==> src/rtl/ecc_operand_serializer_pkg.sv <==
// Shared definitions for the ECC operand serializer.
//   ECC_SIZE / ECC_NIB_W : default operand width and per-lane nibble width
//   HDR_BEATS            : length of the i_start frame header, in beats
//   ser_state_e          : frame FSM state encoding
package ecc_operand_serializer_pkg;

    localparam int ECC_SIZE  = 32;
    localparam int ECC_NIB_W = 4;
    localparam int HDR_BEATS = 1;

    typedef enum logic [1:0] {
        IDLE = 2'd0,
        HDR  = 2'd1,
        SEND = 2'd2,
        GAP  = 2'd3
    } ser_state_e;

endpackage

==> src/rtl/ecc_operand_serializer_if.sv <==
// Host/core bus of the ECC operand serializer.
//   Host side : i_valid, o_ready and the five full-width operands.
//   Core side : o_start header pulse and five NIB_W-wide serial lanes.
//   Status    : o_busy (accept through end of gap), o_frame_done (last cycle pulse).
// master = host/core side driving the operands, slave = the serializer.
interface ecc_operand_serializer_if
    import ecc_operand_serializer_pkg::*;
#(
    parameter int SIZE  = ECC_SIZE,
    parameter int NIB_W = ECC_NIB_W
);
    logic             i_valid;
    logic             o_ready;
    logic [SIZE-1:0]  i_a;
    logic [SIZE-1:0]  i_prime;
    logic [SIZE-1:0]  i_px;
    logic [SIZE-1:0]  i_py;
    logic [SIZE-1:0]  i_k;
    logic             o_start;
    logic [NIB_W-1:0] o_a;
    logic [NIB_W-1:0] o_prime;
    logic [NIB_W-1:0] o_px;
    logic [NIB_W-1:0] o_py;
    logic [NIB_W-1:0] o_k;
    logic             o_busy;
    logic             o_frame_done;

    modport master (
        output i_valid, i_a, i_prime, i_px, i_py, i_k,
        input  o_ready, o_start, o_a, o_prime, o_px, o_py, o_k, o_busy, o_frame_done
    );

    modport slave (
        input  i_valid, i_a, i_prime, i_px, i_py, i_k,
        output o_ready, o_start, o_a, o_prime, o_px, o_py, o_k, o_busy, o_frame_done
    );

endinterface

==> src/rtl/ecc_nibble_shreg.sv <==
// Parallel-load, nibble-wide left shift register for one operand lane.
//   i_clk, i_rst : clock, asynchronous active-high reset
//   i_load       : capture i_din (operand accept)
//   i_shift      : the next cycle is a SEND beat; present the MS nibble and shift
//   i_din        : full-width operand
//   o_lane       : registered lane output, zero whenever no beat is being sent
module ecc_nibble_shreg
    import ecc_operand_serializer_pkg::*;
#(
    parameter int SIZE  = ECC_SIZE,
    parameter int NIB_W = ECC_NIB_W
) (
    input  logic             i_clk,
    input  logic             i_rst,
    input  logic             i_load,
    input  logic             i_shift,
    input  logic [SIZE-1:0]  i_din,
    output logic [NIB_W-1:0] o_lane
);

    logic [SIZE-1:0] sh;

    always_ff @(posedge i_clk or posedge i_rst) begin
        if (i_rst) begin
            sh     <= '0;
            o_lane <= '0;
        end else begin
            if (i_load) begin
                sh <= i_din;
            end else if (i_shift) begin
                sh <= sh << NIB_W;
            end
            // Lane is forced to zero outside beats so the core never sees stray nibbles.
            o_lane <= i_shift ? sh[SIZE-1 -: NIB_W] : '0;
        end
    end

endmodule

==> src/rtl/ecc_operand_serializer.sv <==
// Host-side transmitter for the ECC scalar-multiply core's nibble-serial port.
//   i_clk, i_rst : clock, asynchronous active-high reset
//   bus (slave)  : operand handshake in, header pulse and five serial lanes out,
//                  busy / frame-done status.
// Frame: one header beat (o_start), SIZE/NIB_W beats MS nibble first, then
// GAP_CYCLES idle cycles while the core computes, then ready again.
module ecc_operand_serializer
    import ecc_operand_serializer_pkg::*;
#(
    parameter int SIZE       = ECC_SIZE,
    parameter int NIB_W      = ECC_NIB_W,
    parameter int GAP_CYCLES = 1024
) (
    input  logic                     i_clk,
    input  logic                     i_rst,
    ecc_operand_serializer_if.slave  bus
);

    localparam int BEATS   = SIZE / NIB_W;
    localparam int BEAT_W  = (BEATS > 1) ? $clog2(BEATS) : 1;
    localparam int GAP_MAX = (GAP_CYCLES > 0) ? GAP_CYCLES - 1 : 0;
    localparam int GAP_W   = (GAP_CYCLES > 1) ? $clog2(GAP_CYCLES) : 1;

    localparam logic [BEAT_W-1:0] BEAT_LAST = BEAT_W'(BEATS - 1);
    localparam logic [GAP_W-1:0]  GAP_LAST  = GAP_W'(GAP_MAX);

    ser_state_e        state, state_n;
    logic [BEAT_W-1:0] beat_cnt, beat_cnt_n;
    logic [GAP_W-1:0]  gap_cnt, gap_cnt_n;
    logic              accept;
    logic              shift_en;
    logic              done_n;

    assign bus.o_ready = (state == IDLE) && !i_rst;
    assign accept      = bus.i_valid && bus.o_ready;
    assign shift_en    = (state_n == SEND);

    always_comb begin
        state_n    = state;
        beat_cnt_n = '0;
        gap_cnt_n  = '0;
        done_n     = 1'b0;
        case (state)
            IDLE: if (accept) state_n = HDR;
            HDR:  state_n = SEND;
            SEND: begin
                if (beat_cnt == BEAT_LAST) begin
                    state_n = (GAP_CYCLES == 0) ? IDLE : GAP;
                end else begin
                    beat_cnt_n = beat_cnt + 1'b1;
                end
            end
            GAP: begin
                // Leaves on the last count, so the counter never wraps.
                if (gap_cnt == GAP_LAST) begin
                    state_n = IDLE;
                end else begin
                    gap_cnt_n = gap_cnt + 1'b1;
                end
            end
            default: state_n = IDLE;
        endcase
        // Outputs are registered, so the pulse is decoded from the upcoming cycle.
        done_n = ((state_n == GAP) && (gap_cnt_n == GAP_LAST)) ||
                 ((GAP_CYCLES == 0) && (state_n == SEND) && (beat_cnt_n == BEAT_LAST));
    end

    always_ff @(posedge i_clk or posedge i_rst) begin
        if (i_rst) begin
            state            <= IDLE;
            beat_cnt         <= '0;
            gap_cnt          <= '0;
            bus.o_start      <= 1'b0;
            bus.o_busy       <= 1'b0;
            bus.o_frame_done <= 1'b0;
        end else begin
            state            <= state_n;
            beat_cnt         <= beat_cnt_n;
            gap_cnt          <= gap_cnt_n;
            bus.o_start      <= (state_n == HDR);
            bus.o_busy       <= (state_n != IDLE);
            bus.o_frame_done <= done_n;
        end
    end

    ecc_nibble_shreg #(.SIZE(SIZE), .NIB_W(NIB_W)) u_sh_a (
        .i_clk(i_clk), .i_rst(i_rst), .i_load(accept), .i_shift(shift_en),
        .i_din(bus.i_a), .o_lane(bus.o_a)
    );
    ecc_nibble_shreg #(.SIZE(SIZE), .NIB_W(NIB_W)) u_sh_prime (
        .i_clk(i_clk), .i_rst(i_rst), .i_load(accept), .i_shift(shift_en),
        .i_din(bus.i_prime), .o_lane(bus.o_prime)
    );
    ecc_nibble_shreg #(.SIZE(SIZE), .NIB_W(NIB_W)) u_sh_px (
        .i_clk(i_clk), .i_rst(i_rst), .i_load(accept), .i_shift(shift_en),
        .i_din(bus.i_px), .o_lane(bus.o_px)
    );
    ecc_nibble_shreg #(.SIZE(SIZE), .NIB_W(NIB_W)) u_sh_py (
        .i_clk(i_clk), .i_rst(i_rst), .i_load(accept), .i_shift(shift_en),
        .i_din(bus.i_py), .o_lane(bus.o_py)
    );
    ecc_nibble_shreg #(.SIZE(SIZE), .NIB_W(NIB_W)) u_sh_k (
        .i_clk(i_clk), .i_rst(i_rst), .i_load(accept), .i_shift(shift_en),
        .i_din(bus.i_k), .o_lane(bus.o_k)
    );

endmodule

==> src/flat_wrapper.sv <==
// flat-port wrapper written by rule: the top's interface ports become plain ports
module ecc_operand_serializer_flat import ecc_operand_serializer_pkg::*;
#(
    parameter int SIZE       = ECC_SIZE,
    parameter int NIB_W      = ECC_NIB_W,
    parameter int GAP_CYCLES = 1024
)
  (i_clk, i_rst, bus_i_valid, bus_i_a, bus_i_prime, bus_i_px, bus_i_py, bus_i_k, bus_o_ready, bus_o_start, bus_o_a, bus_o_prime, bus_o_px, bus_o_py, bus_o_k, bus_o_busy, bus_o_frame_done);
  ecc_operand_serializer_if #(.SIZE(SIZE), .NIB_W(NIB_W)) bus_i ();
  input  logic i_clk;
  input  logic i_rst;
  input wire logic [$bits(bus_i.i_valid)-1:0] bus_i_valid;
  input wire logic [$bits(bus_i.i_a)-1:0] bus_i_a;
  input wire logic [$bits(bus_i.i_prime)-1:0] bus_i_prime;
  input wire logic [$bits(bus_i.i_px)-1:0] bus_i_px;
  input wire logic [$bits(bus_i.i_py)-1:0] bus_i_py;
  input wire logic [$bits(bus_i.i_k)-1:0] bus_i_k;
  output wire logic [$bits(bus_i.o_ready)-1:0] bus_o_ready;
  output wire logic [$bits(bus_i.o_start)-1:0] bus_o_start;
  output wire logic [$bits(bus_i.o_a)-1:0] bus_o_a;
  output wire logic [$bits(bus_i.o_prime)-1:0] bus_o_prime;
  output wire logic [$bits(bus_i.o_px)-1:0] bus_o_px;
  output wire logic [$bits(bus_i.o_py)-1:0] bus_o_py;
  output wire logic [$bits(bus_i.o_k)-1:0] bus_o_k;
  output wire logic [$bits(bus_i.o_busy)-1:0] bus_o_busy;
  output wire logic [$bits(bus_i.o_frame_done)-1:0] bus_o_frame_done;
  assign bus_i.i_valid = bus_i_valid;
  assign bus_i.i_a = bus_i_a;
  assign bus_i.i_prime = bus_i_prime;
  assign bus_i.i_px = bus_i_px;
  assign bus_i.i_py = bus_i_py;
  assign bus_i.i_k = bus_i_k;
  assign bus_o_ready = bus_i.o_ready;
  assign bus_o_start = bus_i.o_start;
  assign bus_o_a = bus_i.o_a;
  assign bus_o_prime = bus_i.o_prime;
  assign bus_o_px = bus_i.o_px;
  assign bus_o_py = bus_i.o_py;
  assign bus_o_k = bus_i.o_k;
  assign bus_o_busy = bus_i.o_busy;
  assign bus_o_frame_done = bus_i.o_frame_done;
  ecc_operand_serializer #(.SIZE(SIZE), .NIB_W(NIB_W), .GAP_CYCLES(GAP_CYCLES)) u_core (.i_clk(i_clk), .i_rst(i_rst), .bus(bus_i));
endmodule
==> config.mk <==
export PLATFORM = sky130hd
export DESIGN_NAME = ecc_operand_serializer_flat
export DESIGN_NICKNAME = d
export VERILOG_FILES = /design/src/rtl/ecc_operand_serializer_pkg.sv /design/src/rtl/ecc_operand_serializer_if.sv /design/src/rtl/ecc_nibble_shreg.sv /design/src/rtl/ecc_operand_serializer.sv /design/src/flat_wrapper.sv
export SDC_FILE = /design/constraint.sdc
export NUM_CORES = 1
export LEC_CHECK = 0
export CAP_MARGIN = 20
export CORE_MARGIN = 4
export CORE_UTILIZATION = 51
export CTS_CLUSTER_SIZE = 30
export DETAILED_ROUTE_END_ITERATION = 10
export PLACE_DENSITY = 0.86
export SLEW_MARGIN = 40
export SYNTH_ARGS = -nofsm -noshare
export SYNTH_HDL_FRONTEND = slang
export SYNTH_SLANG_ARGS = --single-unit
==> constraint.sdc <==
create_clock -name i_clk -period 7.79 [get_ports i_clk]
set_input_delay 0.779 -clock i_clk [delete_from_list [all_inputs] [get_ports i_clk]]
set_output_delay 0.779 -clock i_clk [all_outputs]
set_load 0.1 [all_outputs]
# == Word level (Yosys, flattened, before mapping) ==
# Index checks and enable logic that the tools add are counted.
# op_classes
addsub,2
n_mux,23
eq_ne,9
n_reduce_logical,7
# ops
op,count
two-way mux 32 bit,10
"== test 10 bit, second input constant",2
two-way mux 10 bit,2
two-way mux 4 bit,5
"adder 10 x 1 -> 10 bit, second input constant",1
"== test 2 bit, second input constant",4
one-hot mux 2 bit (4 select lines),1
two-way mux 2 bit,3
two-way mux 3 bit,2
"== test 2 x 1 -> 1 bit, second input constant",2
nonzero test 2 bit,2
"adder 3 x 1 -> 3 bit, second input constant",1
"== test 3 bit, second input constant",1
logical AND 1 bit,3
logical NOT 2 bit,1
logical NOT 1 bit,1
# word_totals
regBits,198
input_bits,163

# == Depth between registers and ports, before layout ==
# Gate-level depths: netlist of run 1.
# logic_depth
ltp_word,8
ltp_mapped,9
ltp_nobuf,6

# == Cells and area by module ==
# From an unflattened synthesis of run 1, not the netlist that was laid out.
# unflattened
cells_unflattened,821
area_unflattened_um2,8919.8
# by_module_without_submodules
module,cells_per_inst,seq_area_each_um2,area_each_um2,instances
ecc_nibble_shreg at u_core.u_sh_k ...,148,900.9,1615.3,4
ecc_nibble_shreg at u_core.u_sh_a,141,900.9,1599.0,1
ecc_operand_serializer,88,450.4,859.6,1

# == Worst setup path before layout of run 1 ==
# OpenSTA, ideal clock, no wires.
# synth_timing
path_kind,input-to-output
start,input i_rst
end,output bus_o_ready
arrival_ns,2.806
n_path_buf,0
setup_slack_ns,4.205
required_time_ns,7.011
stages,1
path_cell_list,nor3_1
# synth_between
elab_chain_cells,2
# synth_rtl
element,line_no,text
"start, declared",flat_wrapper.sv:11,input logic i_rst;
logical NOT 1 bit,ecc_operand_serializer.sv:34,assign bus.o_ready = (state == IDLE) && !i_rst;
logical AND 1 bit,ecc_operand_serializer.sv:34,
"end, declared",flat_wrapper.sv:18,output wire logic [$bits(bus_i.o_ready)-1:0] bus_o_ready;
# No other way between the ends.

# == Worst setup path after layout of run 1 ==
# layout_timing
start,input i_rst
end,register u_core.u_sh_py.sh[29]
# layout_between
elab_chain_cells,7
word_cells_on_any_way,8
# layout_rtl
element,line_no,text
logical NOT 1 bit *,ecc_operand_serializer.sv:34,
logical AND 1 bit *,ecc_operand_serializer.sv:34,
logical AND 1 bit *,ecc_operand_serializer.sv:35,assign accept = bus.i_valid && bus.o_ready;
two-way mux 2 bit,ecc_operand_serializer.sv:44,IDLE: if (accept) state_n = HDR;
one-hot mux 2 bit (4 select lines),ecc_operand_serializer.sv:43,case (state)
== test 2 bit,ecc_operand_serializer.sv:36,assign shift_en = (state_n == SEND);
nonzero test 2 bit (no line),--,
"end signal, assigned",ecc_nibble_shreg.sv:29,sh <= i_din;
"end signal, assigned",ecc_nibble_shreg.sv:31,sh <= sh << NIB_W;
"end, declared",ecc_nibble_shreg.sv:21,logic [SIZE-1:0] sh;
# Mark *: on every way between the ends. The rest lies on a longest branch, timed or not.
# A chain may end at the register's enable or synchronous reset.

==> results of run 1 <==
per-stage QoR:
| step | power, mW | instances | hold slack [ps] | utilization, % |
|---|---|---|---|---|
| 2_1_floorplan | 1.06 | 819 | 409 | - |
| 3_3_place_gp | 1.15 | 1173 | 423 | 63.5 |
| 3_5_place_dp | 1.15 | 1173 | 435 | 62.8 |
| 4_1_cts | 2.03 | 1205 | 440 | 66.4 |
| 5_1_grt | 2.08 | 1205 | 454 | 66.5 |
| 6_report | 2.01 | 1205 | 435 | 66.5 |
how the worst max path moves through the flow:
stage / start / end / slack (ps) / depth (start not counted)
after floorplan: i_rst / u_core.beat_cnt[0] / 1610 / 1
after global placement: i_rst / u_core.u_sh_k.sh[7] / 4110 / 6
after detailed placement: i_rst / u_core.u_sh_a.sh[7] / 4240 / 6
after CTS: i_rst / u_core.u_sh_a.sh[7] / 4690 / 6
after global routing: i_rst / u_core.u_sh_k.sh[4] / 4670 / 6
final: i_rst / u_core.u_sh_py.sh[29] / 4810 / 6
per-layer routing:
metal	global-route usage, %	vias to the layer above	wire length [um]
met2	32.5	146	9390
met3	4.90	20	827
met1	24.3	2995	7950
met5	0	-	0
met4	5.82	0	322
li1	-	3093	-
placed cells by master, fill, tap and decap left out, types with 4 or more instances in the layout:
cell type	Yosys	layout
dfrtp_1	198	198
nand2_1	183	183
clkdlybuf4s50_1	0	162
mux2i_1	140	140
o21ai_0	102	102
o21ai_1	60	60
buf_2	18	24
nor2b_1	21	21
clkbuf_16	0	17
nor2_1	13	13
nand3_1	6	6
clkinvlp_4	0	4
cell families after synthesis:
group                      share of synthesized area [%]
adders and majority gates                          0.431
DFF                                                 56.9
and+or+nand+nor                                     11.8
buffers and inverters                               4.26
xor gates and xnor gates                           0.503
AOI/OAI and AO/OA                                   10.0
muxes                                               16.1
area by class of cell:
class	count	area [um^2]
Fill cell	1298	5580
Multi-Input combinational cell	559	3390
Clock buffer	17	425
Inverter	4	27.5
Clock inverter	15	170
Timing Repair Buffer	192	1820
Tap cell	220	275
Sequential cell	198	4950
flip-flops by register name, summed over array words and instances, names as in the netlist:
signal,cells
u_core.state,2
u_core.u_sh_prime.o_lane,4
u_core.bus.o_start,1
u_core.u_sh_prime.sh,32
u_core.u_sh_k.sh,32
u_core.beat_cnt,3
u_core.u_sh_a.sh,32
u_core.u_sh_py.sh,32
u_core.u_sh_py.o_lane,4
u_core.u_sh_px.sh,32
u_core.bus.o_frame_done,1
u_core.bus.o_busy,1
u_core.u_sh_px.o_lane,4
u_core.gap_cnt,10
u_core.u_sh_k.o_lane,4
u_core.u_sh_a.o_lane,4
worst reg2reg max path, stage by stage (launching register included):
cell,delay [ps]
dfrtp_1,350
ha_1,160
ha_1,190
nor3b_2,80
a21oi_4,570
buf_4,760
mux2i_1,360
o21ai_1,90
report_power, final:
group	internal [mW]	leakage (nW)	switching [mW]
registers	1.03	2.74	0
logic	0.0722	2.73	0.0334
clock network	0.481	0.280	0.398
total	1.58	5.75	0.431
==> impl_metrics.env, run 1 <==
export IMPL_run_status="complete, no violations"
export IMPL_synth_ff_type="dfrtp_1"
export IMPL_ys_warn_count=0
export IMPL_first_pass_iters=4
export IMPL_worst_slack_ps=4810
export IMPL_relSlewSlack_pct=43.7
export IMPL_hp_start="u_core.beat_cnt[0]"
export IMPL_cts_sinks=198
export IMPL_final_period_utilization_pct=38.3
export IMPL_cp_num_buf_inv=3
export IMPL_timing_max_cap_violations=0
export IMPL_cpMaxStageDelayCell="buf_6"
export IMPL_hold_path_class="reg2reg"
export IMPL_grt_usage_pct=19.1
export IMPL_yosysTopAreaCellShare_pct=56.9
export IMPL_drt_wirelength_per_cell_um=15.3
export IMPL_dp_hpwl_mm=12.4
export IMPL_via_per_inst=5.19
export IMPL_synth_area_leaders="dfrtp_1 (57%), mux2i_1 (16%), nand2_1 (7.9%)"
export IMPL_critPathMaxStageDelay_ps=640
export IMPL_synth_seq_cells=198
export IMPL_hold_viol=0
export IMPL_crit_chain="clkdlybuf4s50_1, nand2b_1, nor3_4, buf_6, buf_6, o21ai_0"
export IMPL_fp_dieH_um=139
export IMPL_ant_nets=0
export IMPL_fp_dieW_um=139
export IMPL_slew_viol_final=0
export IMPL_setup_viol=0
export IMPL_vias=6254
export IMPL_ys_seq_area_share_pct=56.9
export IMPL_die_area_mm2=0.0192
export IMPL_clockRootBuffer="clkbuf_16"
export IMPL_post_place_ws_ps=4240
export IMPL_row_count=47
export IMPL_antenna_found_initial=0
export IMPL_finClkSkew_ps=11.4
export IMPL_power_density_mw_per_mm2=182
export IMPL_first_global_vias=6186
export IMPL_ys_async_sr_fraction_pct=100
export IMPL_initial_utilization_pct=52.4
export IMPL_finalCriticalPeriod_ps=2980
export IMPL_hold_buffers=0
export IMPL_critical_path_top_delay_family="buffers and inverters"
export IMPL_syn_to_final_growth_pct=27.0
export IMPL_cts_buffers=17
export IMPL_syn_inst=819
export IMPL_holdPathStages=1
export IMPL_wl_mm=18.5
export IMPL_cts_tree="built"
export IMPL_synth_cells_most_frequent="dfrtp_1 (198), nand2_1 (183), mux2i_1 (140), o21ai_0 (102), o21ai_1 (60)"
export IMPL_path_class="in2reg"
export IMPL_ir_drop_mv=0.165
export IMPL_syn_num_nets=985
export IMPL_n_antenna_cell=0
export IMPL_drtIter0Drc=376
export IMPL_synth_cell_types=36
export IMPL_core_area_mm2=0.0166
export IMPL_min_to="u_core.beat_cnt[0]"
export IMPL_reg2reg_to="u_core.u_sh_py.sh[11]"
export IMPL_remaining_drc_errors=0
export IMPL_cp_max_fo=111
export IMPL_place_area_mm2=0.0105
export IMPL_clk_pin_slew_ps=70
export IMPL_htree_levels=4
export IMPL_nets=1138
export IMPL_max_freq_mhz=335
export IMPL_cts_setup_buffers=0
export IMPL_cp_start_kind="input pin"
export IMPL_portBuffers=186
export IMPL_cp_data_arrival_time_ps=3240
export IMPL_rrSetupSlack_ps=5110
export IMPL_syn_area_mm2=0.00871
export IMPL_avgSynthCellArea_um2=10.6
export IMPL_synth_edf_count=0
export IMPL_clock_latency_ps=430
export IMPL_drive_above_1_share_pct=6.80
export IMPL_worst_slew_pin_slew_ps=845
export IMPL_cts_resized_gates=0
export IMPL_cts_buffer_depth=2
export IMPL_critPathCaptureType="flip-flop"
export IMPL_routabilityCongestion=0.818
export IMPL_grt_max_degree=112
export IMPL_tns_ps=0
export IMPL_design_area_mm2=0.0111
export IMPL_synth_top_cell_by_area="dfrtp_1"
export IMPL_grt_ovfl_total=0
export IMPL_grt_pass1_wl_mm=30.2
export IMPL_rr_worst_depth=7
export IMPL_pin_count=187
export IMPL_rsz0062_at_grt="no"
export IMPL_power_leakage_nw=5.75
export IMPL_synth_most_common_cell="dfrtp_1"
export IMPL_worst_path_most_repeated_cell="buf_6"
export IMPL_critPathRequiredTime_ps=8050
export IMPL_r2r_start="u_core.beat_cnt[0]"
No activity file was read; power rests on OpenSTA's default activity.
==> run 2: changes to the inputs <==
--- a/config.mk
+++ b/config.mk
@@ -7,10 +7,10 @@
 export LEC_CHECK = 0
 export CAP_MARGIN = 20
 export CORE_MARGIN = 4
-export CORE_UTILIZATION = 51
+export CORE_UTILIZATION = 46
 export CTS_CLUSTER_SIZE = 30
 export DETAILED_ROUTE_END_ITERATION = 10
-export PLACE_DENSITY = 0.86
+export PLACE_DENSITY = 0.82
 export SLEW_MARGIN = 40
 export SYNTH_ARGS = -nofsm -noshare
 export SYNTH_HDL_FRONTEND = slang
==> constraint.sdc (replaced) <==
create_clock -name i_clk -period 2.45 [get_ports i_clk]
set_input_delay 0.245 -clock i_clk [delete_from_list [all_inputs] [get_ports i_clk]]
set_output_delay 0.245 -clock i_clk [all_outputs]
set_load 0.1 [all_outputs]
==> impl_metrics.env, run 2 (synthesis gave the netlist of run 1 again) <==
export IMPL_run_status="complete, no violations"
export IMPL_grt_ovfl_total=0
export IMPL_remaining_drc_errors=0
export IMPL_htree_levels=4
export IMPL_ant_nets=0
export IMPL_critPathRequiredTime_ps=2720
export IMPL_syn_to_final_growth_pct=30.4
export IMPL_cts_tree="built"
export IMPL_power_density_mw_per_mm2=586
export IMPL_initial_utilization_pct=46.7
export IMPL_first_global_vias=6311
export IMPL_rsz0062_at_grt="no"
export IMPL_cts_buffers=17
export IMPL_regArea_mm2=0.00495
export IMPL_power_mw=6.66
export IMPL_n_antenna_cell=0
export IMPL_via_per_inst=5.08
export IMPL_fp_dieW_um=146
export IMPL_drive_above_1_share_pct=7.75
export IMPL_row_count=50
export IMPL_routabilityCongestion=0.796
export IMPL_fillers=1504
export IMPL_hold_path_class="in2reg"
export IMPL_worst_slew_pin_slew_ps=639
export IMPL_final_period_utilization_pct=88.2
export IMPL_dp_hpwl_mm=13.1
export IMPL_slew_viol_final=0
export IMPL_multiInputGateArea_mm2=0.00340
export IMPL_cp_start_kind="flip-flop"
export IMPL_first_pass_iters=4
export IMPL_grt_pass1_wl_mm=31.4
export IMPL_r2r_start="u_core.beat_cnt[0]"
export IMPL_relSlewSlack_pct=57.4
export IMPL_grt_usage_pct=18.1
export IMPL_critPathCaptureType="flip-flop"
export IMPL_post_place_ws_ps=340
export IMPL_ir_drop_mv=0.442
export IMPL_finalCriticalPeriod_ps=2160
export IMPL_mostFrequentLayoutCells="dfrtp_1 (198), nand2_1 (183), clkdlybuf4s50_1 (162)"
export IMPL_cts_resized_gates=0
export IMPL_rrSetupSlack_ps=290
export IMPL_hold_buffers=0
export IMPL_finClkSkew_ps=10.9
export IMPL_wl_mm=18.9
export IMPL_hold_viol=0
export IMPL_cts_sinks=198
export IMPL_setup_worst_path_start="u_core.beat_cnt[0]"
export IMPL_antenna_found_initial=0
export IMPL_setup_viol=0
export IMPL_drt_wirelength_per_cell_um=15.4
export IMPL_clockRootBuffer="clkbuf_16"
export IMPL_reg2reg_to="u_core.u_sh_a.sh[31]"
export IMPL_cts_setup_buffers=0
export IMPL_max_freq_mhz=463
export IMPL_drtIter0Drc=318
export IMPL_core_area_mm2=0.0186
export IMPL_worst_slack_ps=290
export IMPL_fp_dieH_um=146
export IMPL_power_leakage_nw=5.85
export IMPL_clk_pin_slew_ps=70
export IMPL_portBuffers=186
export IMPL_vias=6236
export IMPL_grt_max_degree=116
export IMPL_rr_worst_depth=7
export IMPL_final_common_cell="dfrtp_1"
export IMPL_cp_data_arrival_time_ps=2430
export IMPL_clock_latency_ps=430
export IMPL_die_area_mm2=0.0212
export IMPL_path_class="reg2reg"
export IMPL_nets=1147
export IMPL_cts_buffer_depth=2
export IMPL_pin_count=187
export IMPL_cp_max_fo=78
export IMPL_worstSetupEndpoint="u_core.u_sh_a.sh[31]"
export IMPL_timing_max_cap_violations=0
[run 2: stage by stage]
step | TNS (ps) | hold WS [ps] | area (um^2) | cells | utilization [%]
final | 0 | 352 | 11400 | 1228 | 61.0
after floorplan | -70360 | 362 | 8720 | 819 | -
after global placement | 0 | 419 | 10700 | 1196 | 57.4
after CTS | 0 | 336 | 11400 | 1228 | 61.0
after detailed placement | 0 | 444 | 10700 | 1196 | 57.4
after global routing | 0 | 342 | 11400 | 1228 | 61.0
[run 2: power breakdown]
part / total (mW) / switching [mW] / internal, mW
registers: 3.27 / 0 / 3.27
logic: 0.344 / 0.110 / 0.234
clock network: 3.05 / 1.28 / 1.77
[run 2: metal layers]
metal	wire, um	share of wire, %	track usage [%]
met1	8700	46	24.8
met2	8900	47	28.6
met3	908	4.8	4.52
met4	383	2.0	6.03
met5	0	0	0
[run 2: how the worst min path moves through the flow]
| stage | startpoint | end | depth (start not counted) |
|---|---|---|---|
| floorplan | bus_i_a[0] | u_core.u_sh_a.sh[0] | 2 |
| finish | bus_i_py[20] | u_core.u_sh_py.sh[20] | 3 |
| global placement | u_core.beat_cnt[0] | u_core.beat_cnt[0] | 1 |
| global route | bus_i_prime[28] | u_core.u_sh_prime.sh[28] | 3 |
| CTS | bus_i_px[9] | u_core.u_sh_px.sh[9] | 3 |
| detailed placement | u_core.beat_cnt[0] | u_core.beat_cnt[0] | 1 |
[run 2: final cells by class]
| class | instances | share of cell area [%] |
|---|---|---|
| flip-flops and latches | 198 | 43.6 |
| multi-input cells | 559 | 29.9 |
| repair buffers | 201 | 17.9 |
| clock buffers | 18 | 3.86 |
| well taps | 234 | 2.58 |
| clock inverters | 14 | 1.94 |
| inverters | 4 | 0.165 |
[run 2: critical path: stages, from the launching register on]
cell     delay [ps]
dfrtp_1         360
ha_1            160
ha_1            190
nor3b_2          80
a21oi_4         350
buf_12          410
mux2i_1         230
o21ai_0         120
==> run 3: changes to the inputs <==
--- a/config.mk
+++ b/config.mk
@@ -5,9 +5,10 @@
 export SDC_FILE = /design/constraint.sdc
 export NUM_CORES = 1
 export LEC_CHECK = 0
+export ABC_AREA = 1
 export CAP_MARGIN = 20
 export CORE_MARGIN = 4
-export CORE_UTILIZATION = 46
+export CORE_UTILIZATION = 47
 export CTS_CLUSTER_SIZE = 30
 export DETAILED_ROUTE_END_ITERATION = 10
 export PLACE_DENSITY = 0.82
==> impl_metrics.env, run 3 <==
export IMPL_first_global_vias=8150
export IMPL_cts_buffer_depth=2
export IMPL_core_area_mm2=0.0203
export IMPL_hold_viol=0
export IMPL_slew_viol_final=0
export IMPL_die_area_mm2=0.0230
export IMPL_hold_buffers=0
export IMPL_synth_edf_count=0
export IMPL_ys_seq_area_share_pct=51.0
export IMPL_final_period_utilization_pct=90.1
export IMPL_remaining_drc_errors=0
export IMPL_fp_dieW_um=152
export IMPL_cts_setup_buffers=0
export IMPL_portBuffers=186
export IMPL_synth_seq_cells=198
export IMPL_cts_tree="built"
export IMPL_critPathRequiredTime_ps=2810
export IMPL_rsz0062_at_grt="no"
export IMPL_run_status="complete, no violations"
export IMPL_routabilityCongestion=0.849
export IMPL_cts_sinks=198
export IMPL_initial_utilization_pct=47.8
export IMPL_vias=8777
export IMPL_grt_usage_pct=21.6
export IMPL_ant_nets=0
export IMPL_cp_data_arrival_time_ps=2570
export IMPL_synth_cells_most_frequent="nand2_1 (567), nand3_1 (257), dfrtp_1 (198), inv_1 (168), clkbuf_1 (43)"
export IMPL_worst_slew_pin_slew_ps=552
export IMPL_cp_start_kind="flip-flop"
export IMPL_max_freq_mhz=453
export IMPL_power_density_mw_per_mm2=506
export IMPL_power_frac_seq_pct=52.0
export IMPL_cts_resized_gates=0
export IMPL_syn_to_final_growth_pct=27.7
export IMPL_fp_dieH_um=152
export IMPL_fin_util_pct=61.1
export IMPL_cts_buffers=17
export IMPL_clock_power_share_pct=42.5
export IMPL_setup_viol=0
export IMPL_yosysTopAreaCellShare_pct=51.0
export IMPL_grt_max_degree=117
export IMPL_finalNonFillerCells=1762
export IMPL_switchingPower_mw=1.37
export IMPL_finalCriticalPeriod_ps=2210
export IMPL_synth_top_cell_by_area="dfrtp_1"
export IMPL_synth_area_leaders="dfrtp_1 (51%), nand2_1 (22%), nand3_1 (13%)"
export IMPL_synth_most_common_cell="nand2_1"
export IMPL_ir_drop_mv=0.419
export IMPL_finClkSkew_ps=11.1
export IMPL_place_area_mm2=0.0118
export IMPL_wl_mm=24.9
export IMPL_syn_inst=1337
export IMPL_grt_ovfl_total=0
export IMPL_internal_power_mw=4.91
export IMPL_final_common_cell="nand2_1"
export IMPL_n_antenna_cell=0
export IMPL_hold_ws_ps=314
export IMPL_via_per_inst=4.98
export IMPL_ys_async_sr_fraction_pct=100
export IMPL_htree_levels=4
export IMPL_path_class="reg2reg"
export IMPL_clock_latency_ps=430
export IMPL_avgSynthCellArea_um2=7.26
export IMPL_power_mw=6.28
export IMPL_synth_cell_types=24
export IMPL_mostFrequentLayoutCells="nand2_1 (567), nand3_1 (257), dfrtp_1 (198)"
export IMPL_relSlewSlack_pct=63.2
export IMPL_syn_area_mm2=0.00971
export IMPL_grt_pass1_wl_mm=39.8
export IMPL_timing_max_cap_violations=0
export IMPL_synth_ff_type="dfrtp_1"
export IMPL_nets=1645
export IMPL_fillers=1802
export IMPL_drive_above_1_share_pct=5.83
export IMPL_pin_count=187
export IMPL_row_count=52
export IMPL_dp_hpwl_mm=16.2
export IMPL_critPathCaptureType="flip-flop"
export IMPL_clk_pin_slew_ps=70
export IMPL_switching_share_pct=21.8
export IMPL_drtIter0Drc=678
export IMPL_comb_power_share_pct=5.5
export IMPL_ys_warn_count=0
export IMPL_cp_max_fo=40
export IMPL_antenna_found_initial=2
export IMPL_power_leakage_nw=7.10
export IMPL_hold_path_class="in2async"
export IMPL_design_area_mm2=0.0124
export IMPL_syn_num_nets=1503
export IMPL_clockRootBuffer="clkbuf_16"
export IMPL_drt_wirelength_per_cell_um=14.1
export IMPL_first_pass_iters=5
export IMPL_dpl_cell_count=1730
## run 3: layer usage
metal / up-vias / GRT usage [%] / wire length (um)
li1: 4357 / - / -
met2: 306 / 34.6 / 11900
met3: 37 / 4.19 / 2020
met4: 4 / 6.06 / 408
met1: 4073 / 30.1 / 10500
met5: - / 0 / 27
## run 3: power groups by stage
stage          Sequential (mW)  Clock (mW)  Combinational (mW)
4_1_cts                   3.27        2.72               0.353
3_5_place_dp              3.33           0               0.350
6_report                  3.27        2.66               0.346
2_1_floorplan             3.33           0              0.0482
3_3_place_gp              3.33           0               0.336
5_1_grt                   3.26        2.85               0.372
## run 3: layout make-up
cell class | instances | area [um^2] | area share, %
Tap cell | 270 | 338 | 2.73
Clock inverter | 10 | 88.8 | 0.717
Timing Repair Buffer | 204 | 2130 | 17.2
Clock buffer | 22 | 474 | 3.83
Sequential cell | 198 | 4950 | 40.0
Inverter | 171 | 648 | 5.23
Multi-Input combinational cell | 887 | 3770 | 30.4
## run 3: metrics by stage
step,TNS [ps],worst slack [ps]
final,0,243
after global routing,0,73.8
after CTS,0,255
after detailed placement,0,200
after global placement,0,276
after floorplan,-448110,-2090
## run 3: path summary, 6_finish.rpt
| kind | slack (ps) | cells after the start | from | to |
|---|---|---|---|---|
| min | 310 | 3 | i_rst | u_core.u_sh_k.sh[10] |
| min in group i_clk | 350 | 3 | bus_i_k[3] | u_core.u_sh_k.sh[3] |
| max in group asynchronous | 1060 | 5 | i_rst | u_core.u_sh_prime.sh[19] |
| max | 240 | 10 | u_core.gap_cnt[0] | u_core.u_sh_k.sh[11] |
| max reg2reg | 240 | 10 | u_core.gap_cnt[0] | u_core.u_sh_k.sh[11] |
| min reg2reg | 440 | 1 | u_core.beat_cnt[0] | u_core.beat_cnt[0] |
## run 3: kinds of logic (layout without fill, tap and decap cells)
kind of cell	count (synthesis)	after routing	synth area share (%)
buf+inv	252	407	10.4
fa+ha+maj	3	3	0.387
flops	198	198	51.0
xor+xnor	1	1	0.0902
simple gates	874	874	37.6
compound gates	9	9	0.580
## run 3: critical path: stages (launching register included)
cell     delay, ps
dfrtp_1        370
ha_1           270
nand2_2        100
nor2_2         170
nand3_2        140
nand2_2        150
inv_2           90
nor2_4         120
buf_4          400
nand3_1        200
nand3_1        120
